<file path="config.mk">
export PLATFORM = sky130hd
export DESIGN_NAME = ram_arbiter
export DESIGN_NICKNAME = d
export VERILOG_FILES = /design/src/rtl/ram_arbiter_pkg.sv /design/src/rtl/ram_arb_pick.sv /design/src/rtl/ram_arbiter.sv
export SDC_FILE = /design/constraint.sdc
export NUM_CORES = 1
export LEC_CHECK = 0
export CAP_MARGIN = 20
export CORE_MARGIN = 2
export CORE_UTILIZATION = 43
export DETAILED_ROUTE_END_ITERATION = 12
export GPL_ROUTABILITY_DRIVEN = 0
export PLACE_DENSITY = 0.95
export SYNTH_ARGS = -nofsm -noshare
export SYNTH_HDL_FRONTEND = slang
export SYNTH_SLANG_ARGS = --single-unit
</file>
<file path="constraint.sdc">
create_clock -name clock -period 2.9 [get_ports clock]
set_input_delay 0.435 -clock clock [delete_from_list [all_inputs] [get_ports clock]]
set_output_delay 0.435 -clock clock [all_outputs]
set_load 0.03 [all_outputs]
</file>
<file path="src/rtl/ram_arbiter_pkg.sv">
`default_nettype none
// +----------------------------------------------------------------------+
// | ram_arbiter_pkg : shared encodings and defaults for the RAM arbiter  |
// | Revision 1.0                                                         |
// +----------------------------------------------------------------------+
package ram_arbiter_pkg;

   localparam logic [1:0] ST_IDLE   = 2'd0;
   localparam logic [1:0] ST_SETUP  = 2'd1;
   localparam logic [1:0] ST_STROBE = 2'd2;
   localparam logic [1:0] ST_DONE   = 2'd3;

   localparam int ADDR_W_DEF = 12;
   localparam int DATA_W_DEF = 4;

   localparam int REQ_CPU = 0;
   localparam int REQ_EXT = 1;

   // Wide enough for STROBE_CYCLES-1 over the legal range 1..4
   localparam int CNT_W = 2;

endpackage
`default_nettype wire

</file>
<file path="src/rtl/ram_arb_pick.sv">
`default_nettype none
// +----------------------------------------------------------------------+
// | ram_arb_pick : winner selection with round-robin memory (rr_last)    |
// | Revision 1.0                                                         |
// +----------------------------------------------------------------------+
module ram_arb_pick
   import ram_arbiter_pkg::*;
#(
   parameter int CPU_PRIORITY = 0
) (
   input  logic       clock,
   input  logic       reset,
   input  logic [1:0] req,
   input  logic       load,
   output logic [1:0] winner
);

   // 1 = external requester won last, so the CPU wins the next tie
   logic rr_last;

   always_ff @(posedge clock) begin
      if (!reset) begin
         rr_last <= 1'b1;
      end else if (load) begin
         rr_last <= winner[REQ_EXT];
      end
   end

   always_comb begin
      winner = 2'b00;
      if (req[REQ_CPU] && req[REQ_EXT]) begin
         if ((CPU_PRIORITY != 0) || rr_last) begin
            winner[REQ_CPU] = 1'b1;
         end else begin
            winner[REQ_EXT] = 1'b1;
         end
      end else begin
         winner = req;
      end
   end

endmodule
`default_nettype wire

</file>
<file path="src/rtl/ram_arbiter.sv">
`default_nettype none
// +----------------------------------------------------------------------+
// | ram_arbiter : two-requester arbiter for a level-sensitive 4Kx4 RAM   |
// | Revision 1.0                                                         |
// +----------------------------------------------------------------------+
module ram_arbiter
   import ram_arbiter_pkg::*;
#(
   parameter int ADDR_W        = ADDR_W_DEF,
   parameter int DATA_W        = DATA_W_DEF,
   parameter int STROBE_CYCLES = 1,
   parameter int CPU_PRIORITY  = 0
) (
   input  logic              clock,
   input  logic              reset,
   input  logic [1:0]        req,
   input  logic [1:0]        we,
   input  logic [ADDR_W-1:0] addr0,
   input  logic [ADDR_W-1:0] addr1,
   input  logic [DATA_W-1:0] wdata0,
   input  logic [DATA_W-1:0] wdata1,
   output logic [1:0]        gnt,
   output logic [1:0]        ack,
   output logic [DATA_W-1:0] rdata,
   output logic [ADDR_W-1:0] ram_addr,
   output logic              ram_cs,
   output logic              ram_we,
   output logic [DATA_W-1:0] ram_wdata,
   output logic              ram_drive,
   input  logic [DATA_W-1:0] ram_rdata
);

   logic [1:0]       state;
   logic [1:0]       next_state;
   logic [CNT_W-1:0] cnt;
   logic             lat_we;
   logic [1:0]       winner;
   logic             load;
   logic             cs_nxt;
   logic             we_nxt;
   logic [1:0]       ack_nxt;

   assign load      = (state == ST_IDLE) && (|req);
   assign ram_drive = ram_cs & ram_we;

   ram_arb_pick #(
      .CPU_PRIORITY(CPU_PRIORITY)
   ) u_pick (
      .clock (clock),
      .reset (reset),
      .req   (req),
      .load  (load),
      .winner(winner)
   );

   // State register plus datapath/output registers; strobe outputs are
   // registered so csRAM/weRAM edges are glitch-free.
   always_ff @(posedge clock) begin
      if (!reset) begin
         state     <= ST_IDLE;
         cnt       <= '0;
         lat_we    <= 1'b0;
         gnt       <= 2'b00;
         ack       <= 2'b00;
         ram_cs    <= 1'b0;
         ram_we    <= 1'b0;
         ram_addr  <= '0;
         ram_wdata <= '0;
         rdata     <= '0;
      end else begin
         state  <= next_state;
         ram_cs <= cs_nxt;
         ram_we <= we_nxt;
         ack    <= ack_nxt;
         case (state)
            ST_IDLE: begin
               if (load) begin
                  gnt       <= winner;
                  ram_addr  <= winner[REQ_EXT] ? addr1  : addr0;
                  ram_wdata <= winner[REQ_EXT] ? wdata1 : wdata0;
                  lat_we    <= winner[REQ_EXT] ? we[REQ_EXT] : we[REQ_CPU];
               end
            end
            ST_SETUP: begin
               cnt <= CNT_W'(STROBE_CYCLES - 1);
            end
            ST_STROBE: begin
               if (cnt == '0) begin
                  if (!lat_we) begin
                     rdata <= ram_rdata;
                  end
               end else begin
                  cnt <= cnt - 1'b1;
               end
            end
            ST_DONE: begin
               gnt <= 2'b00;
            end
            default: ;
         endcase
      end
   end

   always_comb begin
      next_state = state;
      case (state)
         ST_IDLE:   if (|req) next_state = ST_SETUP;
         ST_SETUP:  next_state = ST_STROBE;
         ST_STROBE: if (cnt == '0) next_state = ST_DONE;
         ST_DONE:   next_state = ST_IDLE;
         default:   next_state = ST_IDLE;
      endcase
   end

   always_comb begin
      cs_nxt  = (next_state == ST_STROBE);
      we_nxt  = cs_nxt & lat_we;
      ack_nxt = (next_state == ST_DONE) ? gnt : 2'b00;
   end

endmodule
`default_nettype wire
</file>
**After elaboration in Yosys (flattened, before gate mapping)**

Cells that the tools add are included.

- Register bits: 32
- Input port bits: 42
- Output and inout bits: 27
- Logic and storage cells: 47

- $add $sub $neg: 1
- Equality and inequality tests: 7
- Mux-type cells: 13
- Bitwise gates (word level): 3
- Reduce and logical (&&, ||, !) cells: 12

Operator list:

| operator | number |
|---|---|
| $mux W12 | 1 |
| $mux W2 | 5 |
| $eq A2 B2 Y1 const B | 4 |
| $pmux W2 S2 | 2 |
| $pmux W2 S4 | 1 |
| $reduce_and A2 Y1 | 4 |
| $logic_not A2 Y1 | 2 |
| $mux W4 | 1 |
| $ne A2 B2 Y1 const B | 2 |
| $reduce_bool A2 Y1 | 2 |
| $mux W1 | 3 |
| $reduce_and A3 Y1 | 1 |
| $and A1 B1 Y1 | 2 |
| $eq A2 B1 Y1 const B | 1 |
| $logic_and A1 B1 Y1 | 2 |
| $reduce_or A2 Y1 | 1 |
| $sub A2 B1 Y2 const B | 1 |
| $not A1 Y1 | 1 |

**Longest topological paths before layout**

Gate-level depths: netlist (run 1).

- Depth in word-level cells: 5
- Mapped depth: 6
- Depth with buffers taken out: 5

**Modules after synthesis**

A second synthesis (run 1) with hierarchy kept.

- Cells, all modules: 145
- Area total of the unflattened synthesis: 1496.4 um2

By module, submodules not included:

| module | times used | cells an instance | area an instance (um2) | sequential area each (um2) |
|---|---|---|---|---|
| ram_arbiter | 1 | 138 | 1438.9 | 620.6 |
| ram_arb_pick | 1 | 7 | 57.6 | 20.0 |

**Worst setup path after synthesis (run 1)**

Ideal clock, no wire load.

- Kind: reg-to-reg
- Start: reg state[0]
- End: reg ram_addr[10]
- Setup time: 0.122 ns
- Data arrival time: 1.233 ns
- Data required time: 2.778 ns
- Slack: 1.545 ns
- Cell stages (with the launch flop): 7
- Path buffers: 1
- Period minus slack after synthesis: 1.355 ns
- Cell sequence: dfxtp_1 > inv_1 > ha_1 > o21a_4 > clkbuf_1 > o21ai_0 > a21oi_2

- Word-level cells in the longest chain between the ends: 3

Ends and longest elaborated chain:

| element | RTL line | text |
|---|---|---|
| start, declared | ram_arbiter.sv:33 | `logic [1:0] state;` |
| start signal, assigned | ram_arbiter.sv:71 | `state <= next_state;` |
| $logic_not A2 Y1 (*) | ram_arbiter.sv:43, ram_arbiter.sv:75 |  |
| $logic_and A1 B1 Y1 | ram_arbiter.sv:43 | `assign load = (state == ST_IDLE) && (\|req);` |
| $reduce_and A2 Y1 (no source line) (*) | n/a |  |
| end signal, assigned | ram_arbiter.sv:79 | `ram_addr <= winner[REQ_EXT] ? addr1 : addr0;` |
| end, declared | ram_arbiter.sv:25 | `output logic [ADDR_W-1:0] ram_addr,` |

Every way passes the cells marked *; elsewhere a longest branch is shown, timed or not.
A chain may end at the register's enable or synchronous reset.

**Worst setup path in the final report (run 1)**

- Start: reg ram_cs
- End: out ram_drive

- Word-level cells in the longest chain between the ends: 1

Ends and longest elaborated chain:

| element | RTL line | text |
|---|---|---|
| start, declared | ram_arbiter.sv:26 | `output logic ram_cs,` |
| start signal, assigned | ram_arbiter.sv:72 | `ram_cs <= cs_nxt;` |
| $and A1 B1 Y1 | ram_arbiter.sv:44 | `assign ram_drive = ram_cs & ram_we;` |
| end, declared | ram_arbiter.sv:29 | `output logic ram_drive,` |

Every way passes these cells.

==> results of run 1 <==
-- worst max-delay path, cell delays in order, from the launching register on --
cell             delay [ns]
dfxtp_1                0.33
and2_1                 0.12
clkdlybuf4s50_1        0.66
-- per-layer routing --
| layer | track usage [%] | vias up | wire, microns |
|---|---|---|---|
| li1 | - | 693 | - |
| met1 | 20.1 | 606 | 1430 |
| met2 | 34.8 | 37 | 1790 |
| met3 | 5.80 | 4 | 198 |
| met4 | 6.67 | 0 | 26 |
| met5 | 0 | - | 0 |
-- flip-flops by register name, indices dropped and copies added, names as in the netlist --
| name | cells |
|---|---|
| cnt | 2 |
| gnt | 2 |
| ram_addr | 12 |
| ack | 2 |
| u_pick.rr_last | 1 |
| state | 2 |
| ram_we | 1 |
| lat_we | 1 |
| ram_wdata | 4 |
| ram_cs | 1 |
| rdata | 4 |
-- per-stage QoR --
stage | instances | area [sq um]
after floorplan | 162 | 1460
after global placement | 268 | 2130
after detailed placement | 268 | 2130
after CTS | 276 | 2200
after global routing | 276 | 2200
final | 276 | 2200
-- worst min path at each step --
stage,end,slack (ns),cells past startpoint
after floorplan,ram_we,0.41,2
after global placement,ram_we,0.44,2
after detailed placement,ram_we,0.44,2
after CTS,ram_we,0.45,2
after global routing,ram_we,0.48,2
final,ram_we,0.45,2
-- power by group --
part           switching [mW]  internal (mW)
Sequential             0.0522          0.528
Clock                   0.146          0.115
Combinational           0.383          0.287
-- final cells by class --
cell class,count,area share [%]
Clock buffer,6,2.34
Inverter,5,0.855
Tap cell,46,2.62
Sequential cell,32,29.2
Clock inverter,2,0.456
Multi-Input combinational cell,116,33.2
Timing Repair Buffer,69,31.3
-- logic make-up after synthesis --
logic type	after synthesis	share of synthesized area (%)
adders and majority gates	6	5.15
muxes	4	2.75
buffers and inverters	14	6.01
AOI/OAI and AO/OA	65	28.2
and+or+nand+nor	41	14.0
DFF	32	43.9
-- Yosys cell counts (all sizes together) --
master,count,area share [%]
a21bo,1,0.69
a21boi,1,1.3
a21oi,35,15
a32oi,1,0.60
and2,3,1.3
and3,5,2.1
buf,4,2.2
clkbuf,4,1.8
clkdlybuf4s18,1,0.69
dfxtp,32,44
ha,6,5.2
inv,5,1.3
mux2i,4,2.7
nand2,18,4.6
nand2b,3,1.3
nand3,1,0.34
nand3b,1,0.52
nor2,3,0.77
nor2b,7,3.0
o2111ai,1,0.60
o21a,3,2.1
o21ai,22,7.8
o31ai,1,0.52
==> metrics.md, run 1 <==
| Metric | Value |
|---|---|
| Via count | 1,340 |
| Fin crit share | 64.0% |
| Drt wl/cell | 12.5 microns |
| Crit. End Element | primary output |
| Fin util | 66.9% |
| Crit path launch type | flip-flop |
| Mapped Avg Cell Area | 9.00 sq um |
| DRC viols | 0 |
| Drt pass-1 iters | 4 |
| Fillers | 267 |
| Max-cap violations | 0 |
| Fin crit period | 1.86 ns |
| Vias per cell | 4.86 |
| HP Start | lat_we |
| PwrDens | 688 mW/mm^2 |
| Post_cts resized | 0 |
| Syn Inst Count | 162 |
| Flop2flop setup slack | 1.37 ns |
| CTS Root Cell | clkbuf_4 |
| # Post-CTS Setup Buffers | 0 |
| Worst slew pin tran | 0.767 ns |
| Number of H-tree levels | 2 |
| Critical path class | reg2out |
| Die area | 0.00387 sq mm |
| Detailed Place HPWL | 2.60 mm |
| Num CTS Buffers | 5 |
| Clock-pin slew on the worst setup and hold paths | 0.09 ns |
| Max Root-Sink Buffers | 2 |
| Final net count | 277 |
| Chip height | 62.2 microns |
| Syn_nets | 210 |
| Grt total ovfl | 0 |
| Number of routed nets with antenna violations | 0 |
| Core Rows | 21 |
| Multi-input logic area | 729 sq um |
| Core area | 0.00328 sq mm |
| Reg-to-reg startpoint | state[0] |
| FF-to-FF End | gnt[1] |
| Static leakage | 0.880 nW |
| Synth Register Bits | 32 |
| Setup TNS | 0 ns |
| Number of port buffers | 68 |
| Initial DRC count | 23 |
| Die width | 62.2 microns |
| Ys Warns | 0 |
| Fmax | 0.539 GHz |
| Routed WL | 3.44 mm |
| Largest net degree at the start of global routing | 20 |
| Crit Path Max Fanout | 2 |
| Worst setup path endpoint | ram_drive |
| Worst skew pair latency | 0.32 ns |
| Cts hold-fix bufs | 0 |
| First-pass GRT wire length | 5.85 mm |
| Register area | 641 sq um |
| Final hold viol count | 0 |
| Mapped Area | 0.00146 sq mm |
| Initial antenna violation count | 0 |
| Commonest cells after routing, fill and taps aside | clkdlybuf4s50_1, dfxtp_1, a21oi_1, o21ai_0, nand2_1 |
| Seq/Total Area, Yosys | 43.9% |
| Most common cell after layout, fill and taps aside | clkdlybuf4s50_1 |
| Slew Limit Fails | 0 |
| Peak VDD IR | 0.000364 V |
| Synth unique cells | 30 |
| Clk_skew | 0.0139 ns |
| Headroom to the max-slew limit | 48.9% |
| CTS tree | built |
| Vias in the first global route | 1,335 |
| N_diodes | 0 |
| Starting density of the core | 44.4% |
| CP arrival | 1.42 ns |
| Setup Viol. Count Final | 0 |
| Status | completed |
| Worst slack at placement | 0.837 ns |
| Layout cells sized above 1 | 10.0% |
| Fin Hold WS | 0.452 ns |
| Crit path launch | ram_cs |
| Total GRT Usage | 18.8% |
| Clk sink count | 32 |
| Worst Hold Class | reg2reg |
| Top Ports | 69 |
| Tot Pwr | 1.51 mW |
| Crit path setup slack, layout | 1.04 ns |
| RSZ-0062 raised after global routing | false |
| Worst reg-to-reg path cell count | 5 |
| Area grow syn2layout | 50.6% |
| Req. time, crit path | 2.47 ns |
Power figures use the tool's default switching activity.
==> inputs of run 2 (changes only) <==
--- a/config.mk
+++ b/config.mk
@@ -7,10 +7,10 @@
 export LEC_CHECK = 0
 export CAP_MARGIN = 20
 export CORE_MARGIN = 2
-export CORE_UTILIZATION = 43
+export CORE_UTILIZATION = 36
 export DETAILED_ROUTE_END_ITERATION = 12
 export GPL_ROUTABILITY_DRIVEN = 0
-export PLACE_DENSITY = 0.95
+export PLACE_DENSITY = 0.86
 export SYNTH_ARGS = -nofsm -noshare
 export SYNTH_HDL_FRONTEND = slang
 export SYNTH_SLANG_ARGS = --single-unit
==> constraint.sdc (replaced) <==
create_clock -name clock -period 1.52 [get_ports clock]
set_input_delay 0.228 -clock clock [delete_from_list [all_inputs] [get_ports clock]]
set_output_delay 0.228 -clock clock [all_outputs]
set_load 0.03 [all_outputs]
==> run 2 against run 1 <==
  * Final cell count up 2.9%
  * Final area up 6.0%
  * Largest cell class is now buffers
  * Via count up 3.2%
  * Critical path depth down 1
  * Count of clock-buffer cells in the layout down 1
  * Critical endpoint is now ram_cs
  * First-iteration DRC count rose to 3.6 times the previous value
  * Register-to-register slack worse by 1.2 ns
==> metrics.md, run 2 (synthesis results as in run 1) <==
| Metric | Value |
|---|---|
| Tot Pwr | 2.97 mW (+97%) |
| Hold depth | 2 (unchanged) |
| Grt total ovfl | 0 (unchanged) |
| Total GRT Usage | 17.2% (-1.6 points) |
| Core Rows | 23 (+9.5%) |
| Register with the most flip-flops | ram_addr |
| Register area | 641 sq um (unchanged) |
| Via count | 1,383 (+3.2%) |
| Die area | 0.00457 sq mm (+18%) |
| Dpl cells | 279 (+4.1%) |
| DRC viols | 0 (unchanged) |
| Max-cap violations | 0 (unchanged) |
| Commonest cells after routing, fill and taps aside | clkdlybuf4s50_1, dfxtp_1, a21oi_1, o21ai_0, dlymetal6s2s_1 |
| Clk_skew | 0.00673 ns (-0.00715 ns) |
| CP bufs+invs | 1 (unchanged) |
| Drt wl/cell | 12.8 microns (+2.6%) |
| Area grow syn2layout | 59.7% |
| Fmax | 0.676 GHz |
| Fin crit share | 97.3% |
| Detailed Place HPWL | 2.69 mm (+3.4%) |
| N_diodes | 0 (unchanged) |
| Max reg flops | 12 (unchanged) |
| Drt pass-1 iters | 4 (unchanged) |
| Initial antenna violation count | 0 (unchanged) |
| CTS Root Cell | clkbuf_8 |
| First-pass GRT wire length | 5.85 mm (unchanged) |
| Max Root-Sink Buffers | 2 (unchanged) |
| Die width | 67.6 microns (+8.7%) |
| Worst path max stage delay | 0.66 ns (about the same) |
| CTS tree | built |
| Chip height | 67.6 microns (+8.7%) |
| Starting density of the core | 37.0% (-7.4 points) |
| Finished Layout Cells | 284 (+2.9%) |
| CP arrival | 1.25 ns (-0.17 ns) |
| Number of routed nets with antenna violations | 0 (unchanged) |
| Clock-pin slew on the worst setup and hold paths | 0.06 ns (-0.03 ns) |
| Worst reg-to-reg path cell count | 6 (+1) |
| Layout cells sized above 1 | 11.5% (+1.5 points) |
| Fin util | 59.1% (-7.8 points) |
| HP Start | lat_we |
| Req. time, crit path | 1.29 ns (-1.18 ns) |
| Crit-path slowest cell | clkdlybuf4s50_1 |
| Initial DRC count | 82 (+260%) |
| Worst Hold Class | reg2reg |
| Crit path setup slack, layout | 0.0407 ns (-1.00 ns) |
| Final hold viol count | 0 (unchanged) |
| Headroom to the max-slew limit | 65.6% (+17 points) |
| Largest net degree at the start of global routing | 19 (-5.0%) |
| Worst slew pin tran | 0.514 ns (-0.252 ns) |
| Worst skew pair latency | 0.28 ns (-0.04 ns) |
| Number of H-tree levels | 2 (unchanged) |
| Setup Viol. Count Final | 0 (unchanged) |
| Critical path cell sequence | clkdlybuf4s50_1 |
| Reg-to-reg startpoint | state[1] |
| Top Ports | 69 (unchanged) |
| FF-to-FF End | gnt[1] |
| Peak VDD IR | 0.000588 V (+62%) |
| Fin crit period | 1.48 ns |
| Multi-input logic area | 729 sq um (unchanged) |
| Routed WL | 3.63 mm (+5.5%) |
| Cts hold-fix bufs | 0 (unchanged) |
| Fillers | 352 (+32%) |
| Critical path class | reg2out |
| PwrDens | 1280 mW/mm^2 (+86%) |
| Number of port buffers | 68 (unchanged) |
| RSZ-0062 raised after global routing | false |
| Vias per cell | 4.87 (+0.30%) |
| Most common cell after layout, fill and taps aside | clkdlybuf4s50_1 |
| Worst slack at placement | -0.195 ns (-1.03 ns) |
| Num CTS Buffers | 5 (unchanged) |
| Family with the most delay on the worst path | buffers and inverters |
| Status | completed |
| Crit path launch type | flip-flop |
| Vias in the first global route | 1,321 (-1.0%) |
| Crit. End Element | primary output |
| Flop2flop setup slack | 0.14 ns (-1.23 ns) |
| Fin Hold WS | 0.452 ns (-0.000302 ns) |
| Setup TNS | 0 ns (unchanged) |
| Min-Delay Endpoint | ram_we |
| Core area | 0.00394 sq mm (+20%) |
| Final net count | 284 (+2.5%) |
| Static leakage | 1.26 nW (+43%) |
| Clk sink count | 32 (unchanged) |
| Finished Cell Area | 0.00233 sq mm (+6.0%) |
| Slew Limit Fails | 0 (unchanged) |
| Regs by FF count | ram_addr x12, ram_wdata x4, rdata x4 |
| Post-DP Area | 0.00222 sq mm (+3.9%) |
| Crit Path Max Fanout | 2 (unchanged) |
==> run 2: cell types whose count changed in the layout (fill, tap and decap cells not counted), sizes merged <==
cell,change
clkdlybuf4s50,-26
dlygate4sd2,+6
clkbuf,-1
dlymetal6s2s,+20
buf,+7
clkinv,-2
==> run 2: per-layer routing <==
metal / global-route usage (%) / routed length [microns]
met3: 5.33 / 206
met2: 29.5 / 1880
met4: 7.65 / 64
met1: 19.4 / 1480
met5: 0 / 0
==> run 2: power breakdown <==
part / total [mW] / internal, mW / switching (mW)
Combinational: 1.32 / 0.568 / 0.750
Sequential: 1.09 / 1.01 / 0.0852
Clock: 0.562 / 0.294 / 0.268
Total: 2.97 / 1.87 / 1.10
==> run 2: worst max path at each step <==
stage / from / to / depth (start not counted)
6_report: ram_cs / ram_cs / 1
2_1_floorplan: state[0] / ram_addr[10] / 6
3_5_place_dp: req[0] / ram_addr[7] / 4
3_3_place_gp: req[0] / ram_wdata[2] / 4
5_1_grt: ram_cs / ram_cs / 1
4_1_cts: ram_wdata[0] / ram_wdata[0] / 1
==> run 2: cell type report <==
class | instances | area share, %
clock buffers | 5 | 2.96
inverters | 5 | 0.806
multi-input cells | 116 | 31.3
flip-flops and latches | 32 | 27.5
well taps | 50 | 2.69
repair buffers | 76 | 34.7
==> run 2: timing repair <==
item / CTS / global route
setup buffers: 0 / 0
endpoints found under the setup margin: 6 / 20
pin swaps: 0 / 0
endpoints found under the hold margin: 0 / 0
gates resized for setup: 6 / 20
==> inputs of run 3 (changes only) <==
--- a/config.mk
+++ b/config.mk
@@ -10,6 +10,7 @@
 export CORE_UTILIZATION = 36
 export DETAILED_ROUTE_END_ITERATION = 12
 export GPL_ROUTABILITY_DRIVEN = 0
+export HOLD_SLACK_MARGIN = 0.06
 export PLACE_DENSITY = 0.86
 export SYNTH_ARGS = -nofsm -noshare
 export SYNTH_HDL_FRONTEND = slang
==> constraint.sdc (replaced) <==
create_clock -name clock -period 1.52 [get_ports clock]
set_input_delay 0.456 -clock clock [delete_from_list [all_inputs] [get_ports clock]]
set_output_delay 0.456 -clock clock [all_outputs]
set_load 0.03 [all_outputs]
==> run 3 against run 2 <==
  * Worst setup slack better by 0.0061 ns
  * First-iteration DRC count down 23%
  * Maximum frequency rose by 0.41%
  * Critical path depth did not move
  * Count of clock-buffer cells in the layout increased by 3
  * Final area is 0.43% lower
  * Via count up 4.0%
  * Die area did not move
==> metrics.md, run 3 (synthesis results as in run 1) <==
| Metric | Value |
|---|---|
| Chip height | 67.6 microns (unchanged) |
| Number of port buffers | 68 (unchanged) |
| Worst skew pair latency | 0.28 ns (about the same) |
| Final hold viol count | 0 (unchanged) |
| PwrDens | 1320 mW/mm^2 (+3.6%) |
| First-pass GRT wire length | 6.31 mm (+7.9%) |
| DRC viols | 0 (unchanged) |
| Critical path cell sequence | dlygate4sd2_1 |
| Worst slack at placement | -0.436 ns (-0.241 ns) |
| Vias in the first global route | 1,416 (+7.2%) |
| Layout cells sized above 1 | 14.5% (+3.0 points) |
| Crit path launch type | flip-flop |
| Critical path class | reg2out |
| Core Rows | 23 (unchanged) |
| Power share of the clock group | 21.5% (+2.6 points) |
| Final net count | 288 (+1.4%) |
| Die width | 67.6 microns (unchanged) |
| Status | completed |
| Via count | 1,438 (+4.0%) |
| Slew Limit Fails | 0 (unchanged) |
| Fin crit period | 1.47 ns (-0.00611 ns) |
| Crit path setup slack, layout | 0.0469 ns (+0.00611 ns) |
| Fin crit share | 96.9% (-0.40 points) |
| Crit. End Element | primary output |
| Fillers | 348 (-1.1%) |
| CTS tree | built |
| Max reg flops | 12 (unchanged) |
| Starting density of the core | 37.0% (unchanged) |
| Largest net degree at the start of global routing | 19 (unchanged) |
| N_diodes | 0 (unchanged) |
| Req. time, crit path | 1.06 ns (-0.23 ns) |
| Register with the most flip-flops | ram_addr |
| Clk sink count | 32 (unchanged) |
| Static leakage | 1.06 nW (-16%) |
| Combinational share of power | 42.8% (-1.5 points) |
| Post-DP Area | 0.00223 sq mm (+0.56%) |
| Routed WL | 3.83 mm (+5.6%) |
| CP bufs+invs | 1 (unchanged) |
| Worst slew pin tran | 0.374 ns (-0.140 ns) |
| Detailed Place HPWL | 2.80 mm (+4.3%) |
| CP arrival | 1.02 ns (-0.23 ns) |
| Drt pass-1 iters | 4 (unchanged) |
| Number of routed nets with antenna violations | 0 (unchanged) |
| Core area | 0.00394 sq mm (unchanged) |
| Grt total ovfl | 0 (unchanged) |
| Initial DRC count | 63 (-23%) |
| Most common cell after layout, fill and taps aside | clkdlybuf4s50_1 |
| Worst Hold Class | reg2reg |
| Initial antenna violation count | 0 (unchanged) |
| Regs by FF count | ram_addr x12, ram_wdata x4, rdata x4 |
| Clock-pin slew on the worst setup and hold paths | 0.06 ns (about the same) |
| Psw | 1.16 mW (+4.8%) |
| Die area | 0.00457 sq mm (unchanged) |
| Family with the most delay on the worst path | buffers and inverters |
| Sw frac | 37.7% (+0.58 points) |
| Max Root-Sink Buffers | 2 (unchanged) |
| Power Internal | 1.91 mW (+2.2%) |
| Sequential power share | 35.7% (-1.1 points) |
| Crit-path slowest cell | dlygate4sd2_1 |
| Max-cap violations | 0 (unchanged) |
| Commonest cells after routing, fill and taps aside | clkdlybuf4s50_1, dfxtp_1, a21oi_1, dlygate4sd2_1, nand2_1 |
| Crit Path Max Fanout | 2 (unchanged) |
| RSZ-0062 raised after global routing | false |
| Fin Hold WS | 0.451 ns (-0.000821 ns) |
| Drt wl/cell | 13.2 microns (+3.1%) |
| Vias per cell | 4.94 (+1.5%) |
| Fmax | 0.679 GHz (+0.41%) |
| Total GRT Usage | 19.1% (+2.0 points) |
| Clk_skew | 0.00383 ns (-0.00290 ns) |
| Finished Cell Area | 0.00232 sq mm (-0.43%) |
| Setup Viol. Count Final | 0 (unchanged) |
| Peak VDD IR | 0.000583 V (-0.86%) |
| Number of H-tree levels | 2 (unchanged) |
| Top Ports | 69 (unchanged) |
| Headroom to the max-slew limit | 75.1% (+9.4 points) |
| CTS Root Cell | clkbuf_8 |
| Num CTS Buffers | 5 (unchanged) |
| Area grow syn2layout | 59.1% |
| Worst path max stage delay | 0.41 ns (-0.25 ns) |
## run 3: changes by cell type in the layout (fill, tap and decap cells not counted), moves of 3 or more
cell	before	now
o21ai_0	20	17
clkdlybuf4s50_1	42	39
dlymetal6s2s_1	20	1
dlygate4sd2_1	6	25
buf_4	6	10
## run 3: through the flow
stage	util [%]	std cells	total power, mW	setup TNS [ns]
2_1_floorplan	-	162	1.92	0
3_3_place_gp	56.6	281	2.46	-8.08
6_report	58.8	291	3.07	0
4_1_cts	58.5	291	3.08	0
3_5_place_dp	56.6	281	2.49	-9.33
5_1_grt	58.8	291	3.26	0
## run 3: final timing paths
check	startpoint	end	slack [ns]	depth (start not counted)
hold / removal	lat_we	ram_we	0.45	2
hold reg to reg	lat_we	ram_we	0.45	2
setup reg to reg	state[0]	gnt[1]	0.13	6
setup / recovery	ram_addr[0]	ram_addr[0]	0.05	1
## run 3: layout make-up
type	instances	area, sq um	area share [%]
clock buffers	8	90.1	3.89
well taps	50	62.6	2.70
multi-input cells	116	738	31.8
repair buffers	80	768	33.1
flip-flops and latches	32	641	27.6
inverters	5	18.8	0.809
## run 3: what timing repair did
action,4_1_cts,5_1_grt
setup buffers,2,0
endpoints found under the setup margin,47,18
hold buffers,0,0
pin swaps,1,0
gates resized for setup,29,7
## run 3: routing by layer
layer  GRT usage [%]  vias up  share of wire [%]  wire length (microns)
li1                -      714                  -                      -
met1            19.8      666                 40                   1540
met2            34.6       49                 51                   1960
met3            6.67        9                6.1                    233
met4            8.42        0                2.3                     90
met5               0        -                  0                      0
## run 3: power by group through the flow
stage / Combinational [mW] / Clock, mW / Sequential [mW]
after floorplan: 0.530 / 0 / 1.39
after global placement: 1.35 / 0 / 1.11
after detailed placement: 1.38 / 0 / 1.12
after CTS: 1.30 / 0.681 / 1.10
after global routing: 1.44 / 0.712 / 1.12
final: 1.31 / 0.660 / 1.10
